File: src/rtl/imem_loader_pkg.sv
// Shared types and sizing constants for the boot-time instruction memory loader.
package imem_loader_pkg;
    typedef enum logic [2:0] {LEN0, LEN1, DATA, CHECK, DONE, ERROR} loader_state_t;
    localparam int BYTES_PER_WORD = 4;
    localparam int LEN_W          = 16;
endpackage

File: src/rtl/imem_loader_byte_packer.sv
// Collects little-endian payload bytes into 32-bit words; word_valid marks the 4th byte.
module byte_packer
    import imem_loader_pkg::*;
(
    input  logic        clk,
    input  logic        reset,
    input  logic        clear,
    input  logic        byte_valid,
    input  logic [7:0]  byte_data,
    output logic [31:0] word,
    output logic        word_valid
);
    localparam int BI_W = $clog2(BYTES_PER_WORD);

    logic [BI_W-1:0] byte_idx;
    logic [23:0]     lo;

    // Bytes enter at the top and shift down, so after three bytes lo = {b2, b1, b0}.
    assign word_valid = byte_valid && (byte_idx == BI_W'(BYTES_PER_WORD - 1));
    assign word       = {byte_data, lo};

    always_ff @(posedge clk or posedge reset) begin
        if (reset) begin
            byte_idx <= '0;
            lo       <= '0;
        end else if (clear) begin
            byte_idx <= '0;
            lo       <= '0;
        end else if (byte_valid) begin
            byte_idx <= byte_idx + 1'b1;
            lo       <= {byte_data, lo[23:8]};
        end
    end
endmodule

File: src/rtl/imem_loader.sv
// Framed-stream boot loader: length header, packed payload written to imem, XOR checksum gate on core reset.
module imem_loader
    import imem_loader_pkg::*;
#(
    parameter int IMEM_DEPTH = 64,
    parameter int ADDR_W     = 32
) (
    input  logic              clk,
    input  logic              reset,
    input  logic              in_valid,
    input  logic [7:0]        in_data,
    output logic              in_ready,
    input  logic              start,
    output logic              imem_we,
    output logic [ADDR_W-1:0] imem_addr,
    output logic [31:0]       imem_wdata,
    output logic              core_reset,
    output logic              done,
    output logic              error
);
    localparam int IDX_W = $clog2(IMEM_DEPTH + 1);

    loader_state_t    state;
    logic [LEN_W-1:0] word_cnt;
    logic [IDX_W-1:0] word_idx;
    logic [7:0]       csum;
    logic             accept;
    logic             rearm;
    logic             word_valid;
    logic [31:0]      word;
    logic [LEN_W-1:0] len_full;

    assign in_ready   = (state == LEN0) || (state == LEN1) || (state == DATA) || (state == CHECK);
    assign accept     = in_valid && in_ready;
    assign rearm      = start && ((state == DONE) || (state == ERROR));
    assign len_full   = {in_data, word_cnt[7:0]};
    assign done       = (state == DONE);
    assign error      = (state == ERROR);
    assign core_reset = (state != DONE);

    byte_packer u_packer (
        .clk        (clk),
        .reset      (reset),
        .clear      (rearm),
        .byte_valid (accept && (state == DATA)),
        .byte_data  (in_data),
        .word       (word),
        .word_valid (word_valid)
    );

    always_ff @(posedge clk or posedge reset) begin
        if (reset) begin
            state      <= LEN0;
            word_cnt   <= '0;
            word_idx   <= '0;
            csum       <= '0;
            imem_we    <= 1'b0;
            imem_addr  <= '0;
            imem_wdata <= '0;
        end else begin
            imem_we <= 1'b0;
            if (rearm) begin
                state    <= LEN0;
                word_cnt <= '0;
                word_idx <= '0;
                csum     <= '0;
            end else if (accept) begin
                case (state)
                    LEN0: begin
                        word_cnt[7:0] <= in_data;
                        state         <= LEN1;
                    end
                    LEN1: begin
                        word_cnt <= len_full;
                        if (len_full > LEN_W'(IMEM_DEPTH))
                            state <= ERROR;
                        else if (len_full == '0)
                            state <= CHECK;
                        else
                            state <= DATA;
                    end
                    DATA: begin
                        csum <= csum ^ in_data;
                        if (word_valid) begin
                            imem_we    <= 1'b1;
                            imem_wdata <= word;
                            imem_addr  <= ADDR_W'({word_idx, 2'b00});
                            word_idx   <= word_idx + 1'b1;
                            if (LEN_W'(word_idx) + LEN_W'(1) == word_cnt)
                                state <= CHECK;
                        end
                    end
                    CHECK: state <= (in_data == csum) ? DONE : ERROR;
                    default: ;
                endcase
            end
        end
    end
endmodule

File: config.mk
export PLATFORM = sky130hd
export DESIGN_NAME = imem_loader
export DESIGN_NICKNAME = d
export VERILOG_FILES = /design/src/rtl/imem_loader_pkg.sv /design/src/rtl/imem_loader_byte_packer.sv /design/src/rtl/imem_loader.sv
export SDC_FILE = /design/constraint.sdc
export NUM_CORES = 1
export LEC_CHECK = 0
export CORE_ASPECT_RATIO = 1.75
export CORE_UTILIZATION = 55
export DETAILED_ROUTE_END_ITERATION = 6
export PLACE_DENSITY = 0.88
export SETUP_SLACK_MARGIN = 0.2
export SYNTH_ARGS = -nofsm -noshare
export SYNTH_HDL_FRONTEND = slang
export SYNTH_HIERARCHICAL = 1
export SYNTH_SLANG_ARGS = --single-unit
File: constraint.sdc
create_clock -name clk -period 7.96 [get_ports clk]
set_clock_uncertainty 0.15 [all_clocks]
set_input_delay 1.99 -clock clk [delete_from_list [all_inputs] [get_ports clk]]
set_output_delay 1.99 -clock clk [all_outputs]
set_load 0.02 [all_outputs]
# Word level (Yosys, flattened, before mapping)
# Index checks and enable logic that the tools add are counted.
dict set report totals {
  rom_bits 0
  latch_bits 0
  in_bits 12
  mem_bits_rw 0
  word_cells 77
  out_inout_bits 69
  n_memories 0
  ff_bits 100
}
dict set report classes {
  shifts 0
  div_mod_pow 0
  n_reduce_logical 23
  n_addsub 3
  n_bitwise 2
  magnitude_cmp 1
  n_mux 27
  n_mul 0
  n_eq_ne 11
}
# op count
set ops {}
lappend ops {{24-bit two-way mux} 2}
lappend ops {{8-bit two-way mux} 5}
lappend ops {{16-bit two-way mux} 2}
lappend ops {{7-bit two-way mux} 4}
lappend ops {{8-bit by 16-bit == test with 1-bit output} 1}
lappend ops {{16-bit by 7-bit > comparator with 1-bit output (second input constant)} 1}
lappend ops {{16-bit zero test} 1}
lappend ops {{3-bit two-way mux} 5}
lappend ops {{3-bit case mux with 4 select lines} 1}
lappend ops {{2-bit nonzero test} 6}
lappend ops {{7-bit by 1-bit adder with 8-bit output (second input constant)} 1}
lappend ops {{8-bit == test} 1}
lappend ops {{4-bit AND reduction} 2}
lappend ops {{8-bit bitwise XOR} 1}
lappend ops {{7-bit by 1-bit adder with 7-bit output (second input constant)} 1}
lappend ops {{3-bit by 2-bit == test with 1-bit output (second input constant)} 2}
lappend ops {{3-bit == test (second input constant)} 2}
lappend ops {{1-bit two-way mux} 6}
lappend ops {{3-bit by 2-bit inequality test with 1-bit output (second input constant)} 2}
lappend ops {{2-bit AND reduction} 3}
lappend ops {{5-bit nonzero test} 1}
lappend ops {{1-bit logical AND} 4}
lappend ops {{1-bit logical OR} 4}
lappend ops {{2-bit two-way mux} 2}
lappend ops {{other kinds (7)} 7}

# Logic depth before layout (Yosys ltp)
# Gate-level depths: netlist of the first run.
dict set report depth {
  ltp_word 11
  ltp_mapped 12
  depth_no_buf 9
}

# By module
# Netlist of the first run, hierarchy kept.
# module area_each_um2 seq_area_each_um2 cells_per_inst n_inst
set by_module_without_submodules {}
lappend by_module_without_submodules {imem_loader 3563.4 1851.8 403 1}
lappend by_module_without_submodules {byte_packer 1158.6 650.6 95 1}

# Worst setup path after synthesis of the first run
# Ideal clock, no wire load.
dict set report synth_path {
  path_type {input port to flip-flop}
  startpoint {input port in_valid}
  endpoint {register imem_addr[7]}
  arrival_ns 3.446
  path_stages 11
  t_required_ns 7.745
  setup_ns 0.065
  path_buffers 4
  slack_ns 4.299
  cell_sequence {nand4_2 -> inv_2 -> buf_2 -> buf_6 -> buf_12 -> and2_1 -> nand2_1 -> inv_2 -> buf_1 -> nand2_1 -> nand2_1}
}
dict set report synth_between {
  elab_chain_len 4
}
# element line_no
set synth_rtl {}
lappend synth_rtl {{from (decl)} imem_loader.sv:10} ;# input logic in_valid,
lappend synth_rtl {{1-bit logical AND} imem_loader.sv:34} ;# assign accept = in_valid && in_ready;
lappend synth_rtl {{1-bit logical AND} imem_loader.sv:45} ;# .byte_valid (accept && (state == DATA)),
lappend synth_rtl {{1-bit logical AND} imem_loader_byte_packer.sv:19} ;# assign word_valid = byte_valid && (byte_idx == BI_W'(BYTES_PER_WORD - 1));
lappend synth_rtl {{named net word_valid} imem_loader.sv:29} ;# logic word_valid;
lappend synth_rtl {{4-bit AND reduction (no source line)} --}
lappend synth_rtl {{to (signal assigned)} imem_loader.sv:87} ;# imem_addr <= ADDR_W'({word_idx, 2'b00});
lappend synth_rtl {{to (decl)} imem_loader.sv:15} ;# output logic [ADDR_W-1:0] imem_addr,
# The timed path passes the listed nets, and every way through them passes these cells.
# A chain may end at the register's enable or synchronous reset.

# Final worst setup path of the first run
dict set report layout_path {
  startpoint {input port in_valid}
  endpoint {register word_idx[4]}
}
dict set report layout_between {
  elab_chain_len 5
  word_cells_on_any_way 6
  cone_classes {6 x reduce/logical}
}
# element line_no
set layout_rtl {}
lappend layout_rtl {{1-bit logical AND} imem_loader.sv:34}
lappend layout_rtl {{1-bit logical AND} imem_loader.sv:45}
lappend layout_rtl {{1-bit logical AND} imem_loader_byte_packer.sv:19}
lappend layout_rtl {{named net word_valid} imem_loader.sv:29}
lappend layout_rtl {{2-bit nonzero test (no source line)} --}
lappend layout_rtl {{3-bit AND reduction (no source line)} --}
lappend layout_rtl {{to (signal assigned)} imem_loader.sv:88} ;# word_idx <= word_idx + 1'b1;
lappend layout_rtl {{to (decl)} imem_loader.sv:25} ;# logic [IDX_W-1:0] word_idx;
# The timed path passes the listed nets, and every way through them passes these cells.

==> flow_summary.yaml, run 1 <==
status:
  status: "complete, no violations"
grt:
  grt_pass1_wl_mm: 16.6
  antenna_found_initial: 0
  overflow: 0
  grt_usage_pct: 24.0
  grt_max_degree: 75
  first_global_vias: 3436
clocking:
  cts_sinks: 100
  path_clk_slew_ns: 0.07
  clock_path_buffers: 2
  h-tree-depth: 3
  insertion_delay_ns: 0.34
  cts_resized: 0
  hold_buffers: 0
  root_buffer: "clkbuf_16"
  cts_buffers: 9
  postCtsSetupBuffers: 0
  cts_tree: "yes"
worst_setup_path:
  startpoint: "in_valid"
  crit_path_cell_trace: "clkdlybuf4s50_1 > nand4_2 > inv_2 > and2_1 > nand2_1 > inv_2 > nor2_1 > o21ai_0 > o21ai_0"
  criticalPathCategory: "in -> reg"
  start_kind: "input pin"
  max_stage_delay_ns: 0.69
  cpLargestDelayFamily: "buffers and inverters"
  crit_buf_inv: 3
  worst_ep_required_time_ns: 8.02
  crit_path_end_kind: "register"
  r2r-start: "state[1]"
  crit_path_max_fanout: 46
  cpMaxStageDelayCell: "inv_2"
  critical_path_arrival_ns: 4.95
timing:
  relSlewSlack_pct: 34.8
  rsz0062_at_grt: "no"
  fmax_mhz: 205
  holdWs_ns: 0.324
  tightest_slew_ns: 0.976
  drv_slew: 0
  tns_ns: 0
  finalCritPeriodShare_pct: 61.4
  hold_violations: 0
  setup_viol: 0
  period_needed_ns: 4.89
synthesis:
  syn_area_per_cell_um2: 9.48
  synth_seq_cells: 100
  syn_inst: 498
  synth.most_common_cell: "nand2_1"
  synth_top_cell_by_area: "dfrtp_1"
  yosysWarnings: 6
  synthTopCellsByArea: "dfrtp_1 (53%), nand2_1 (13%), buf_4 (5.4%), mux2i_1 (5.3%), xnor2_1 (3.0%)"
  synth_edf_count: 0
  synth_ff_type: "dfrtp_1"
  synth-async-reset-ratio_pct: 100
  synth_cell_types: 46
  syn_area_um2: 4720
  seq_area_frac_synth_pct: 53.0
  synthTopCellsByCount: "nand2_1 (159), dfrtp_1 (100), nor2_1 (36)"
  yosysTopAreaCellShare_pct: 53.0
floorplan:
  die_area_um2: 8970
  io_pins: 81
  die_w_um: 72.0
  fp-row-count: 44
  die_y_um: 125
  initial_utilization_pct: 56.8
  core_area_um2: 8310
detailed_routing:
  drc_errors: 0
  met1Wirelength_mm: 3.90
  dr_wl_met3_um: 438
  top_layer: "met4"
  drt_pass1_iterations: 4
  vias_per_cell: 5.32
  ant_nets: 0
  drtIter0Drc: 315
  num_vias: 3471
  routed-wl-met2_mm: 5.26
  routed_wirelength_mm: 9.95
  wl_per_cell_um: 15.2
placement:
  hpwl_mm: 6.65
  numPortBuffers: 55
  place_congestion: 0.779
cells_and_area:
  diodes: 0
  nets: 548
  drive_above_1_share_pct: 5.39
  areaGrowthSynthToFinish_pct: 14.8
power:
  leakagePower_nw: 2.62
  worst_ir_drop_vdd_uv: 126
  powerDensity_nw_per_um2: 239
  finalPower_mw: 1.29
job:
  cap_violations: 0
hold_path:
  hp-class: "reg -> reg"
  worstHoldStart: "imem_wdata[3]"
-- cells by family after synthesis --
logic type / count (synthesis) / share of synthesized area, %
flops: 100 / 53.0
simple gates: 232 / 20.6
mux: 26 / 5.54
buf+inv: 64 / 9.22
other cells: 1 / 0.0794
fa+ha+maj: 2 / 0.530
xor+xnor: 19 / 3.52
compound gates: 54 / 7.55
-- final timing paths --
path / endpoint / slack [ns] / cells after the start
worst max-delay path: word_idx[4] / 3.07 / 9
worst min-delay path: imem_wdata[3] / 0.32 / 2
worst max register to register: word_idx[4] / 4.66 / 8
worst min register to register: imem_wdata[3] / 0.32 / 2
max in group asynchronous: imem_wdata[1] / 4.93 / 3
min in group asynchronous: u_packer/lo[8] / 2.08 / 2
-- cell type report --
cell class / count / area [um2]
clock buffer: 10 / 229
clock inverter: 5 / 77.6
fill: 642 / 2890
inverter: 8 / 30.0
multi-input combinational: 358 / 1870
sequential: 100 / 2500
tap: 115 / 144
timing repair buffer: 57 / 566
-- per-layer routing --
| metal | global-route usage, % | vias to the layer above |
|---|---|---|
| met5 | 0 | - |
| met4 | 12.8 | 0 |
| met3 | 4.94 | 33 |
| met2 | 39.1 | 120 |
| met1 | 29.5 | 1684 |
| li1 | - | 1634 |
-- layout by cell type, fill, tap and decap left out, drive strengths merged, types with 2 or more instances in the layout --
| master | count |
|---|---|
| a211oi | 2 |
| a21oi | 2 |
| a22o | 8 |
| a31oi | 3 |
| and2 | 2 |
| and3 | 3 |
| buf | 2 |
| bufinv | 2 |
| clkbuf | 10 |
| clkdlybuf4s50 | 55 |
| clkinv | 2 |
| conb | 25 |
| dfrtp | 100 |
| ha | 2 |
| inv | 8 |
| mux2i | 25 |
| nand2 | 159 |
| nand2b | 5 |
| nand3 | 6 |
| nand3b | 2 |
| nand4 | 4 |
| nor2 | 37 |
| nor3 | 5 |
| nor4 | 6 |
| o21ai | 30 |
| o31ai | 3 |
| xnor2 | 16 |
| xor2 | 3 |
-- sequential cells by signal, summed over array words and instances (netlist names) --
name / flops
word_cnt: 16
csum: 8
u_packer/lo: 24
imem_addr: 7
state: 3
u_packer/byte_idx: 2
imem_we: 1
word_idx: 7
imem_wdata: 32
-- worst min-delay path, cell delays in order (launching register included) --
cell and delay [ns]:
dfrtp_1 0.34, nand2_1 0.05, nand2_1 0.06
-- report_power, final --
part / switching (mW) / internal [mW]
sequential: 0.0417 / 0.553
combinational: 0.148 / 0.0976
clock: 0.181 / 0.273
total: 0.371 / 0.923
-- metrics by stage --
step                      worst slack (ns)  area [um2]  util [%]  cells
after global routing                  2.81        5420      65.2    653
final                                 3.07        5420      65.2    653
after CTS                             3.11        5420      65.2    653
after detailed placement              2.80        5120      61.5    638
after global placement                2.93        5120      61.5    638
after floorplan                       3.94        4810         -    522
No activity file was read; power rests on OpenSTA's default activity.
==> run 2: changes to the inputs <==
Settings changed: CORE_UTILIZATION 55 to 53, PLACE_DENSITY 0.88 to 0.86.
Clock period 7.96 ns to 4.51 ns, I/O delays scaled along.
==> run 2 against run 1 <==
  * Die area rose by 3.7%
  * Core utilization shrank 2.7 points
  * Global-route usage fell by 0.47 points
  * Sequential power up 77%
  * Clock-buffer cell count rose by 2
  * Worst hold slack improved by 0.0044 ns
  * Via count rose by 0.32%
  * Highest routed layer unchanged
  * Register-to-register slack worse by 2.5 ns
  * Clock power rose by 55%
==> flow_summary.yaml, run 2 (same netlist as run 1, synthesis figures left out) <==
timing:
  setup_viol: 0
  fmax_mhz: 321
  worst_slack_ns: 1.39
  period_needed_ns: 3.12
  relSlewSlack_pct: 35.5
  finalCritPeriodShare_pct: 69.1
  holdWs_ns: 0.328
  tightest_slew_ns: 0.967
  hold_violations: 0
  drv_slew: 0
  rsz0062_at_grt: "no"
  tns_ns: 0
clocking:
  cts_buffers: 9
  cts_tree: "yes"
  h-tree-depth: 3
  path_clk_slew_ns: 0.07
  cts_sinks: 100
  postCtsSetupBuffers: 0
  cts_resized: 0
  insertion_delay_ns: 0.34
  root_buffer: "clkbuf_16"
  hold_buffers: 0
  clock_path_buffers: 2
worst_setup_path:
  worst_ep_required_time_ns: 4.59
  critical_path_arrival_ns: 3.20
  crit_path_end_kind: "register"
  start_kind: "input pin"
  criticalPathCategory: "in -> reg"
  crit_path_max_fanout: 26
cells_and_area:
  areaGrowthSynthToFinish_pct: 14.8
  largestRegisters: "imem_wdata: 32 flops, u_packer/lo: 24 flops, word_cnt: 16 flops"
  nets: 552
  diodes: 0
  drive_above_1_share_pct: 6.08
  post-route-util_pct: 62.5
  largest_reg_flops: 32
  stdcell_area_um2: 5420
  final_common_cell: "nand2_1"
  stdcell_count: 660
  mostFrequentLayoutCells: "nand2_1 (159), dfrtp_1 (100), clkdlybuf4s50_1 (55)"
  top_register: "imem_wdata"
floorplan:
  core_area_um2: 8670
  fp-row-count: 45
  die_y_um: 127
  die_w_um: 73.4
  io_pins: 81
  initial_utilization_pct: 54.5
  die_area_um2: 9310
grt:
  overflow: 0
  grt_usage_pct: 23.5
  grt_max_degree: 48
  first_global_vias: 3492
  antenna_found_initial: 0
  grt_pass1_wl_mm: 16.8
placement:
  place_congestion: 0.836
  hpwl_mm: 6.97
  dp.cells: 644
  pre_cts_ws_ns: 1.09
  numPortBuffers: 55
  placed_area_um2: 5150
power:
  powerDensity_nw_per_um2: 405
  leakagePower_nw: 2.62
  worst_ir_drop_vdd_uv: 290
  finalPower_mw: 2.20
detailed_routing:
  wl_per_cell_um: 15.3
  num_vias: 3482
  drtIter0Drc: 327
  drt_pass1_iterations: 5
  drc_errors: 0
  vias_per_cell: 5.28
  ant_nets: 0
  routed_wirelength_mm: 10.1
job:
  cap_violations: 0
status:
  status: "complete, no violations"
hold_path:
  hp-class: "reg -> reg"
==> run 2: final timing paths <==
| path | start | to | slack [ns] | cells past startpoint |
|---|---|---|---|---|
| setup / recovery | in_valid | word_idx[6] | 1.39 | 10 |
| hold reg to reg | imem_addr[6] | imem_addr[6] | 0.33 | 2 |
| min in group asynchronous | reset | csum[2] | 1.08 | 3 |
| max in group asynchronous | reset | u_packer/lo[15] | 2.40 | 2 |
| hold / removal | imem_addr[6] | imem_addr[6] | 0.33 | 2 |
| setup reg to reg | state[1] | word_idx[6] | 2.12 | 9 |
==> run 2: worst max-delay path, cell delays in order <==
cell and delay (ns):
clkdlybuf4s50_1 0.51, nand4_2 0.23, inv_2 0.13, and2_1 0.14
nand2_1 0.09, inv_2 0.30, buf_4 0.33, and2_1 0.16
o21ai_0 0.07, o31ai_1 0.09
==> run 2: routing by layer <==
| layer | GRT usage, % | wire length (um) |
|---|---|---|
| met3 | 3.73 | 418 |
| met1 | 29.3 | 4000 |
| met4 | 11.9 | 307 |
| met2 | 39.2 | 5390 |
| met5 | 0 | 0 |
==> run 2: where the power goes <==
part	internal [mW]	leakage, nW	switching (mW)	total [mW]
registers	0.975	1.38	0.0732	1.05
logic	0.176	1.11	0.270	0.445
clock network	0.387	0.129	0.315	0.703
==> run 2: layout make-up <==
class | instances | area (um2)
Fill cell | 695 | 3250
Inverter | 8 | 30.0
Clock inverter | 4 | 25.0
Timing Repair Buffer | 61 | 596
Tap cell | 117 | 146
Clock buffer | 12 | 246
Sequential cell | 100 | 2500
Multi-Input combinational cell | 358 | 1870
==> run 3: changes to the inputs <==
Clock period 4.51 ns to 3.2 ns, I/O delays scaled along.
==> run 3 against run 2 <==
  * First-iteration DRC count fell by 18%
  * Die area unchanged
  * Non-clock buffer count is 4 higher
  * Via count up 3.4%
  * Register-to-register slack worse by 1.2 ns
  * Largest power group unchanged
  * Global-route usage rose by 0.29 points
  * Core utilization grew 1.1 points
  * Worst setup slack got worse by 0.90 ns
  * Flip-flop and latch count is the same
  * Final cell count grew 0.61%
==> flow_summary.yaml, run 3 (same netlist as run 1, synthesis figures left out) <==
clocking:
  cts_resized: 0
  insertion_delay_ns: 0.34
  hold_buffers: 0
  cts_tree: "yes"
  path_clk_slew_ns: 0.07
  postCtsSetupBuffers: 0
  root_buffer: "clkbuf_16"
  h-tree-depth: 3
  clock_path_buffers: 2
  cts_buffers: 9
  cts_sinks: 100
cells_and_area:
  post-route-util_pct: 63.6
  nets: 556
  fillers: 709
  top_register: "imem_wdata"
  largest_reg_flops: 32
  mostFrequentLayoutCells: "nand2_1 (159), dfrtp_1 (100), clkdlybuf4s50_1 (55)"
  largestRegisters: "imem_wdata: 32 flops, u_packer/lo: 24 flops, word_cnt: 16 flops"
  diodes: 0
  areaGrowthSynthToFinish_pct: 16.8
  drive_above_1_share_pct: 7.13
  final_common_cell: "nand2_1"
  stdcell_area_um2: 5520
power:
  switching_power_mw: 0.961
  switching_share_pct: 29.1
  powerDensity_nw_per_um2: 598
  worst_ir_drop_vdd_uv: 324
  leakagePower_nw: 2.67
  p_int_mw: 2.34
  combPwrFrac_pct: 19.5
  sequentialPowerShare_pct: 44.9
  clockPowerShare_pct: 35.6
  finalPower_mw: 3.30
floorplan:
  fp-row-count: 45
  die_y_um: 127
  initial_utilization_pct: 54.5
  die_area_um2: 9310
  core_area_um2: 8670
  io_pins: 81
  die_w_um: 73.4
worst_setup_path:
  crit_path_end_kind: "output pin"
  worst_ep_required_time_ns: 2.25
  start_kind: "register"
  crit_path_max_fanout: 6
  critical_path_arrival_ns: 1.76
  criticalPathCategory: "reg -> out"
timing:
  finalCritPeriodShare_pct: 84.7
  drv_slew: 0
  period_needed_ns: 2.71
  rsz0062_at_grt: "no"
  setup_viol: 0
  tightest_slew_ns: 0.532
  relSlewSlack_pct: 64.4
  hold_violations: 0
  tns_ns: 0
  fmax_mhz: 369
job:
  cap_violations: 0
detailed_routing:
  routed_wirelength_mm: 10.4
  num_vias: 3600
  wl_per_cell_um: 15.6
  drt_pass1_iterations: 4
  drtIter0Drc: 268
  vias_per_cell: 5.42
  ant_nets: 0
  drc_errors: 0
placement:
  hpwl_mm: 6.86
  numPortBuffers: 55
  place_congestion: 0.899
  placed_area_um2: 5190
grt:
  first_global_vias: 3518
  overflow: 0
  antenna_found_initial: 0
  grt_max_degree: 75
  grt_usage_pct: 23.8
  grt_pass1_wl_mm: 16.8
status:
  status: "complete, no violations"
hold_path:
  hp-class: "reg -> reg"
## run 3: cell types whose count changed in the layout (fill, tap and decap cells not counted), sizes merged
cell / change
buf: +4
bufinv: +2
clkbuf: -2
clkinvlp: -1
inv: +1
## run 3: area by class of cell
type | instances | area, um2 | area share (%)
Clock buffer | 10 | 239 | 4.33
Inverter | 8 | 30.0 | 0.544
Timing Repair Buffer | 65 | 638 | 11.6
Clock inverter | 6 | 86.3 | 1.56
Tap cell | 117 | 146 | 2.65
Sequential cell | 100 | 2500 | 45.4
Multi-Input combinational cell | 358 | 1870 | 34.0
## run 3: power groups by stage
stage	clock [mW]	combinational, mW	sequential (mW)
2_1_floorplan	0	0.490	1.47
3_3_place_gp	0	0.613	1.49
3_5_place_dp	0	0.635	1.50
4_1_cts	1.18	0.641	1.48
5_1_grt	1.24	0.705	1.49
6_report	1.18	0.643	1.48
## run 3: through the flow
stage                     std cells  hold slack [ns]  setup slack, ns
after floorplan                 522            0.288            0.368
after global placement          648            0.305            0.335
after detailed placement        648            0.311            0.264
after CTS                       664            0.325            0.476
after global routing            664            0.355            0.402
final                           664            0.330            0.488
## run 3: critical path, stage by stage (launching register included)
cell             delay [ns]
dfrtp_1                0.44
inv_2                  0.10
nor3_1                 0.24
clkdlybuf4s50_1        0.64
## run 3: routing by layer
metal | up-vias | global-route usage, % | routed length (um)
li1 | 1663 | - | -
met1 | 1769 | 29.1 | 4060
met2 | 136 | 38.5 | 5400
met3 | 32 | 5.16 | 504
met4 | 0 | 13.7 | 397
met5 | - | 0 | 0
## run 3: worst paths after layout
| check | cells after the start | to | slack (ns) | start |
|---|---|---|---|---|
| setup / recovery | 3 | done | 0.49 | state[2] |
| min in group asynchronous | 3 | u_packer/lo[8] | 0.70 | reset |
| hold / removal | 2 | imem_wdata[0] | 0.33 | imem_wdata[0] |
| hold reg to reg | 2 | imem_wdata[0] | 0.33 | imem_wdata[0] |
| setup reg to reg | 6 | state[0] | 0.96 | word_idx[0] |
| max in group asynchronous | 3 | word_idx[4] | 1.87 | reset |
